## src/rtl/alu_uart_tx.sv

```systemverilog
// alu_uart_tx: transmit side of the ALU 8N1 serial link.
// Bytes arrive on a valid/ready stream, wait in a small circular FIFO and are
// shifted out LSB-first on tx_o, one bit every ClksPerBit clocks.
// Optional feature macro: ALU_UART_TX_PARITY_EN adds an even-parity bit
// between the data bits and the stop bit (8E1 instead of 8N1).
module alu_uart_tx #(
  parameter int ClkFreqHz = 12000000,
  parameter int BaudRate  = 115200,
  parameter int FifoDepth = 4
) (
  input  logic       clk_i,
  input  logic       rst_ni,
  input  logic [7:0] data_i,
  input  logic       valid_i,
  output logic       ready_o,
  output logic       tx_o,
  output logic       busy_o
);

  localparam int ClksPerBit = ClkFreqHz / BaudRate;
  localparam int BaudW      = (ClksPerBit > 1) ? $clog2(ClksPerBit) : 1;
  localparam int PtrW       = $clog2(FifoDepth);
  localparam int CntW       = PtrW + 1;

`ifdef ALU_UART_TX_PARITY_EN
  typedef enum logic [2:0] {IDLE, START, DATA, PARITY, STOP} state_t;
`else
  typedef enum logic [2:0] {IDLE, START, DATA, STOP} state_t;
`endif

  state_t           state;
  logic [BaudW-1:0] baud_cnt;
  logic [2:0]       bit_cnt;
  logic [7:0]       shift;

  logic [7:0]       mem [FifoDepth];
  logic [PtrW-1:0]  wr_ptr;
  logic [PtrW-1:0]  rd_ptr;
  logic [CntW-1:0]  count;
  logic [CntW-1:0]  count_next;

  logic push;
  logic pop;
  logic last_tick;
  logic stop_done;
  logic idle_next;

  // Full is judged from the registered count only, so a same-cycle pop never
  // reopens the input while the FIFO is full.
  assign ready_o   = (count != CntW'(FifoDepth));
  assign push      = valid_i && ready_o;
  assign last_tick = (baud_cnt == BaudW'(ClksPerBit - 1));
  assign stop_done = (state == STOP) && last_tick;
  // The head is popped either from idle or on the last stop clock, which lets
  // back-to-back frames run without an idle gap.
  assign pop       = (count != '0) && ((state == IDLE) || stop_done);
  assign idle_next = ((state == IDLE) || stop_done) && !pop;

  // Occupancy after this edge, used for the count register and busy_o.
  always_comb begin
    count_next = count;
    if (push && !pop) begin
      count_next = count + CntW'(1);
    end else if (!push && pop) begin
      count_next = count - CntW'(1);
    end
  end

  // FIFO storage: data only, no reset needed.
  always_ff @(posedge clk_i) begin
    if (push) begin
      mem[wr_ptr] <= data_i;
    end
  end

  // FIFO pointers and occupancy; pointers wrap naturally at FifoDepth.
  always_ff @(posedge clk_i) begin
    if (!rst_ni) begin
      wr_ptr <= '0;
      rd_ptr <= '0;
      count  <= '0;
    end else begin
      if (push) begin
        wr_ptr <= wr_ptr + PtrW'(1);
      end
      if (pop) begin
        rd_ptr <= rd_ptr + PtrW'(1);
      end
      count <= count_next;
    end
  end

`ifdef ALU_UART_TX_PARITY_EN
  logic parity;

  // Even parity of the byte, captured when it leaves the FIFO.
  always_ff @(posedge clk_i) begin
    if (pop) begin
      parity <= ^mem[rd_ptr];
    end
  end
`endif

  // Shift register: loaded on pop, shifted right at the end of each data bit.
  always_ff @(posedge clk_i) begin
    if (pop) begin
      shift <= mem[rd_ptr];
    end else if ((state == DATA) && last_tick) begin
      shift <= {1'b0, shift[7:1]};
    end
  end

  // Frame sequencer with registered line and busy outputs.
  always_ff @(posedge clk_i) begin
    if (!rst_ni) begin
      state    <= IDLE;
      baud_cnt <= '0;
      bit_cnt  <= '0;
      tx_o     <= 1'b1;
      busy_o   <= 1'b0;
    end else begin
      busy_o <= !idle_next || (count_next != '0);

      case (state)
        START:   tx_o <= 1'b0;
        DATA:    tx_o <= shift[0];
`ifdef ALU_UART_TX_PARITY_EN
        PARITY:  tx_o <= parity;
`endif
        default: tx_o <= 1'b1;
      endcase

      if (pop) begin
        state    <= START;
        baud_cnt <= '0;
        bit_cnt  <= '0;
      end else if (state != IDLE) begin
        if (!last_tick) begin
          baud_cnt <= baud_cnt + BaudW'(1);
        end else begin
          baud_cnt <= '0;
          case (state)
            START: state <= DATA;
            DATA: begin
              if (bit_cnt == 3'd7) begin
`ifdef ALU_UART_TX_PARITY_EN
                state <= PARITY;
`else
                state <= STOP;
`endif
              end else begin
                bit_cnt <= bit_cnt + 3'd1;
              end
            end
`ifdef ALU_UART_TX_PARITY_EN
            PARITY: state <= STOP;
`endif
            default: state <= IDLE;
          endcase
        end
      end
    end
  end

endmodule
```

## config.mk

```make
export PLATFORM = sky130hd
export DESIGN_NAME = alu_uart_tx
export DESIGN_NICKNAME = d
export VERILOG_FILES = /design/src/rtl/alu_uart_tx.sv
export SDC_FILE = /design/constraint.sdc
export NUM_CORES = 1
export LEC_CHECK = 0
export BUFFER_PORTS_ARGS = -buffer_cell sky130_fd_sc_hd__buf_2
export CORE_MARGIN = 3
export CORE_UTILIZATION = 49
export CTS_CLUSTER_DIAMETER = 50
export DETAILED_ROUTE_END_ITERATION = 10
export MAX_ROUTING_LAYER = met4
export PLACE_DENSITY = 0.66
export SLEW_MARGIN = 20
export SYNTH_ARGS = -nofsm -noshare
export SYNTH_HDL_FRONTEND = slang
export SYNTH_SLANG_ARGS = --single-unit
```

## constraint.sdc

```tcl
create_clock -name clk_i -period 4.9 [get_ports clk_i]
set_input_delay 1.47 -clock clk_i [delete_from_list [all_inputs] [get_ports clk_i]]
set_output_delay 1.47 -clock clk_i [all_outputs]
set_load 0.1 [all_outputs]
```

==> impl_metrics.json <==
{
  "status": "finished, final reports clean",
  "rsz0062_at_grt": "no",
  "vias": 1502,
  "cts_buffers": 9,
  "post_cts.repair.setup_buffers": 0,
  "place_congestion": 0.765,
  "arrival_ps": 1570,
  "ys_seq_area_share_pct": 60.9,
  "setup_tns_ps": 0,
  "final_common_cell": "edfxtp_1",
  "cts_hold_buf": 0,
  "endpoint_kind": "primary output",
  "crit_buf_inv": 2,
  "dp_slack_ps": 1670,
  "maxSlewHeadroom_pct": 32.3,
  "syn_inst": 195,
  "drive_gt1_share_pct": 22.5,
  "rr_startpoint": "state[0]",
  "core-area_sq_um": 5240,
  "worstHoldEndpoint": "tx_o",
  "path_cells": "inv_1 > ha_1 > nand2_1 > buf_2",
  "syn_area_per_cell_sq_um": 14.0,
  "drt-total-wl_um": 4290,
  "grt_util_all_layers_pct": 15.7,
  "hp-class": "reg -> reg",
  "critical_path_class": "reg -> out",
  "fp.dieH_um": 80.6,
  "syn_area_sq_um": 2730,
  "cp_slowest_cell": "dfxtp_1",
  "cts_sinks": 63,
  "max_freq_mhz": 328,
  "min_period_ps": 3040,
  "h-tree-depth": 3,
  "reg2reg_depth": 5,
  "power_density_nw_per_um2": 531,
  "finalNetCount": 239,
  "hold_viol": 0,
  "antenna_found_initial": 0,
  "grt_max_degree": 21,
  "leakagePower_uw": 0.00106,
  "cpLargestDelayFamily": "buffers and inverters",
  "holdPathStages": 2,
  "drtIter0Drc": 64,
  "fp-row-count": 26,
  "ctsResizeCount": 0,
  "worstPathMaxFanout": 5,
  "ant_nets": 0,
  "fin_worst_skew_ps": 6.84,
  "ys_seq_elements": 63,
  "drt_pass1_iterations": 4,
  "min_from": "shift[0]",
  "finalWorstSetupSlack_ps": 1860,
  "maxCapViolCount": 0,
  "route.detailed.drc": 0,
  "total_power_uw": 1610,
  "cpPeakStageDelay_ps": 420,
  "clock_path_buffers": 2,
  "clock_latency_ps": 340,
  "io_pins": 14,
  "areaGrowthSynthToFinish_pct": 11.0,
  "syn_nets": 221,
  "die-area_sq_um": 6500,
  "worst_pin_slew_ps": 1010,
  "root_buffer": "clkbuf_8",
  "n_antenna_cell": 0,
  "worstSetupStartpointType": "flop",
  "grt-ovfl-total": 0,
  "r2r_setup_slack_ps": 2470,
  "slew_violations": 0,
  "required_ps": 3430,
  "grt_first_pass_wirelength_um": 7330,
  "routedWlPerCell_um": 14.9,
  "irDropWorstVdd_uv": 296,
  "synth_cell_types": 36,
  "first_global_vias": 1541,
  "initial_core_util_pct": 52.1,
  "dp.final_hpwl_um": 3150,
  "period_share_pct": 62.1,
  "cts.clk_slew.worst_paths_ps": 70,
  "final_cell_mix": "edfxtp_1 (40), dfxtp_1 (23), nor2_1 (17)",
  "r2r-end": "shift[0]",
  "cts_tree": "yes",
  "die_w_um": 80.6,
  "yosys_warnings": 0,
  "setup_viol": 0,
  "routed_via_density": 5.22,
  "port_buffers": 13
}
[per-stage QoR]
step                utilization [%]  cells  cell area, sq um  hold WS [ps]
CTS                            57.9    288              3030           490
finish                         57.9    288              3030           486
global placement               54.6    272              2860           468
detailed placement             54.6    272              2860           473
floorplan                         -    195              2730           435
global route                   57.9    288              3030           510
[tightest hold or removal path, delay by kind of cell (launching register included)]
family	cells	cell delay, ps
DFF	1	330
AOI/OAI and AO/OA	1	70
and+or+nand+nor	1	50
[cells in the mapped netlist, drive strengths merged]
master,instances,area (sq um)
or3,1,6.26
ha,15,188
a221oi,1,15.0
a21oi,6,30.0
nand3,4,20.0
a21boi,1,7.51
o32ai,1,8.76
dfxtp,23,460
edfxtp,40,1200
buf,3,13.8
a31oi,3,18.8
nor2b,3,18.8
xnor2,8,70.1
mux2,8,90.1
and4b,2,20.0
nor2,17,63.8
inv,12,45.0
o21ai,5,25.0
maj3,1,11.3
or2,1,6.26
nor4,1,6.26
nand2,7,26.3
clkbuf,3,11.3
a211o,1,8.76
nor4b,1,15.0
nand2b,3,18.8
nor3,1,5.00
mux2i,4,40.0
a2111oi,1,8.76
clkinv,1,3.75
mux4,8,180
o211ai,1,7.51
and2,4,25.0
nand4bb,1,27.5
xor2,3,26.3
[kinds of logic (layout without fill, tap and decap cells)]
group	after synthesis	after routing	synth area share, %
AOI/OAI and AO/OA	20	20	4.77
DFF	63	63	60.9
adders and majority gates	16	16	7.29
and+or+nand+nor	46	46	9.49
buffers and inverters	19	42	2.70
muxes	20	20	11.4
xor gates and xnor gates	11	11	3.53
[cell type report]
cell class | count | area [sq um]
well taps | 70 | 87.6
inverters | 13 | 48.8
multi-input cells | 113 | 995
flip-flops and latches | 63 | 1660
clock buffers | 9 | 124
clock inverters | 7 | 50.0
fillers | 417 | 2210
repair buffers | 13 | 65.1
[registers in the layout (all words and copies together) (netlist names), named ones only]
signal / flops
baud_cnt: 7
bit_cnt: 3
busy_o: 1
count: 3
mem: 32
rd_ptr: 2
shift: 8
state: 2
tx_o: 1
wr_ptr: 2
[metal layers]
layer  routed length, um  part of all wire [%]  GRT usage [%]  up-vias
met5                   0                     0              -        -
met4                 106                   2.5           8.61        0
met3                 126                   2.9           3.36       12
met2                2080                    49           23.7       25
met1                1970                    46           19.9      722
li1                    -                     -              -      743
[power by group]
group / internal (uW) / leakage (uW) / switching, uW / total, uW
clock network: 183 / 0.0000828 / 203 / 386
registers: 698 / 0.000557 / 58.0 / 756
logic: 198 / 0.000421 / 271 / 469
[worst max-delay path by stage]
stage / start / to / depth (start not counted)
2_1_floorplan: count[0] / ready_o / 3
3_3_place_gp: valid_i / mem[1][1] / 3
3_5_place_dp: valid_i / mem[3][3] / 3
4_1_cts: count[0] / ready_o / 4
5_1_grt: count[0] / ready_o / 4
6_report: count[0] / ready_o / 4
Power figures use the tool's default switching activity.
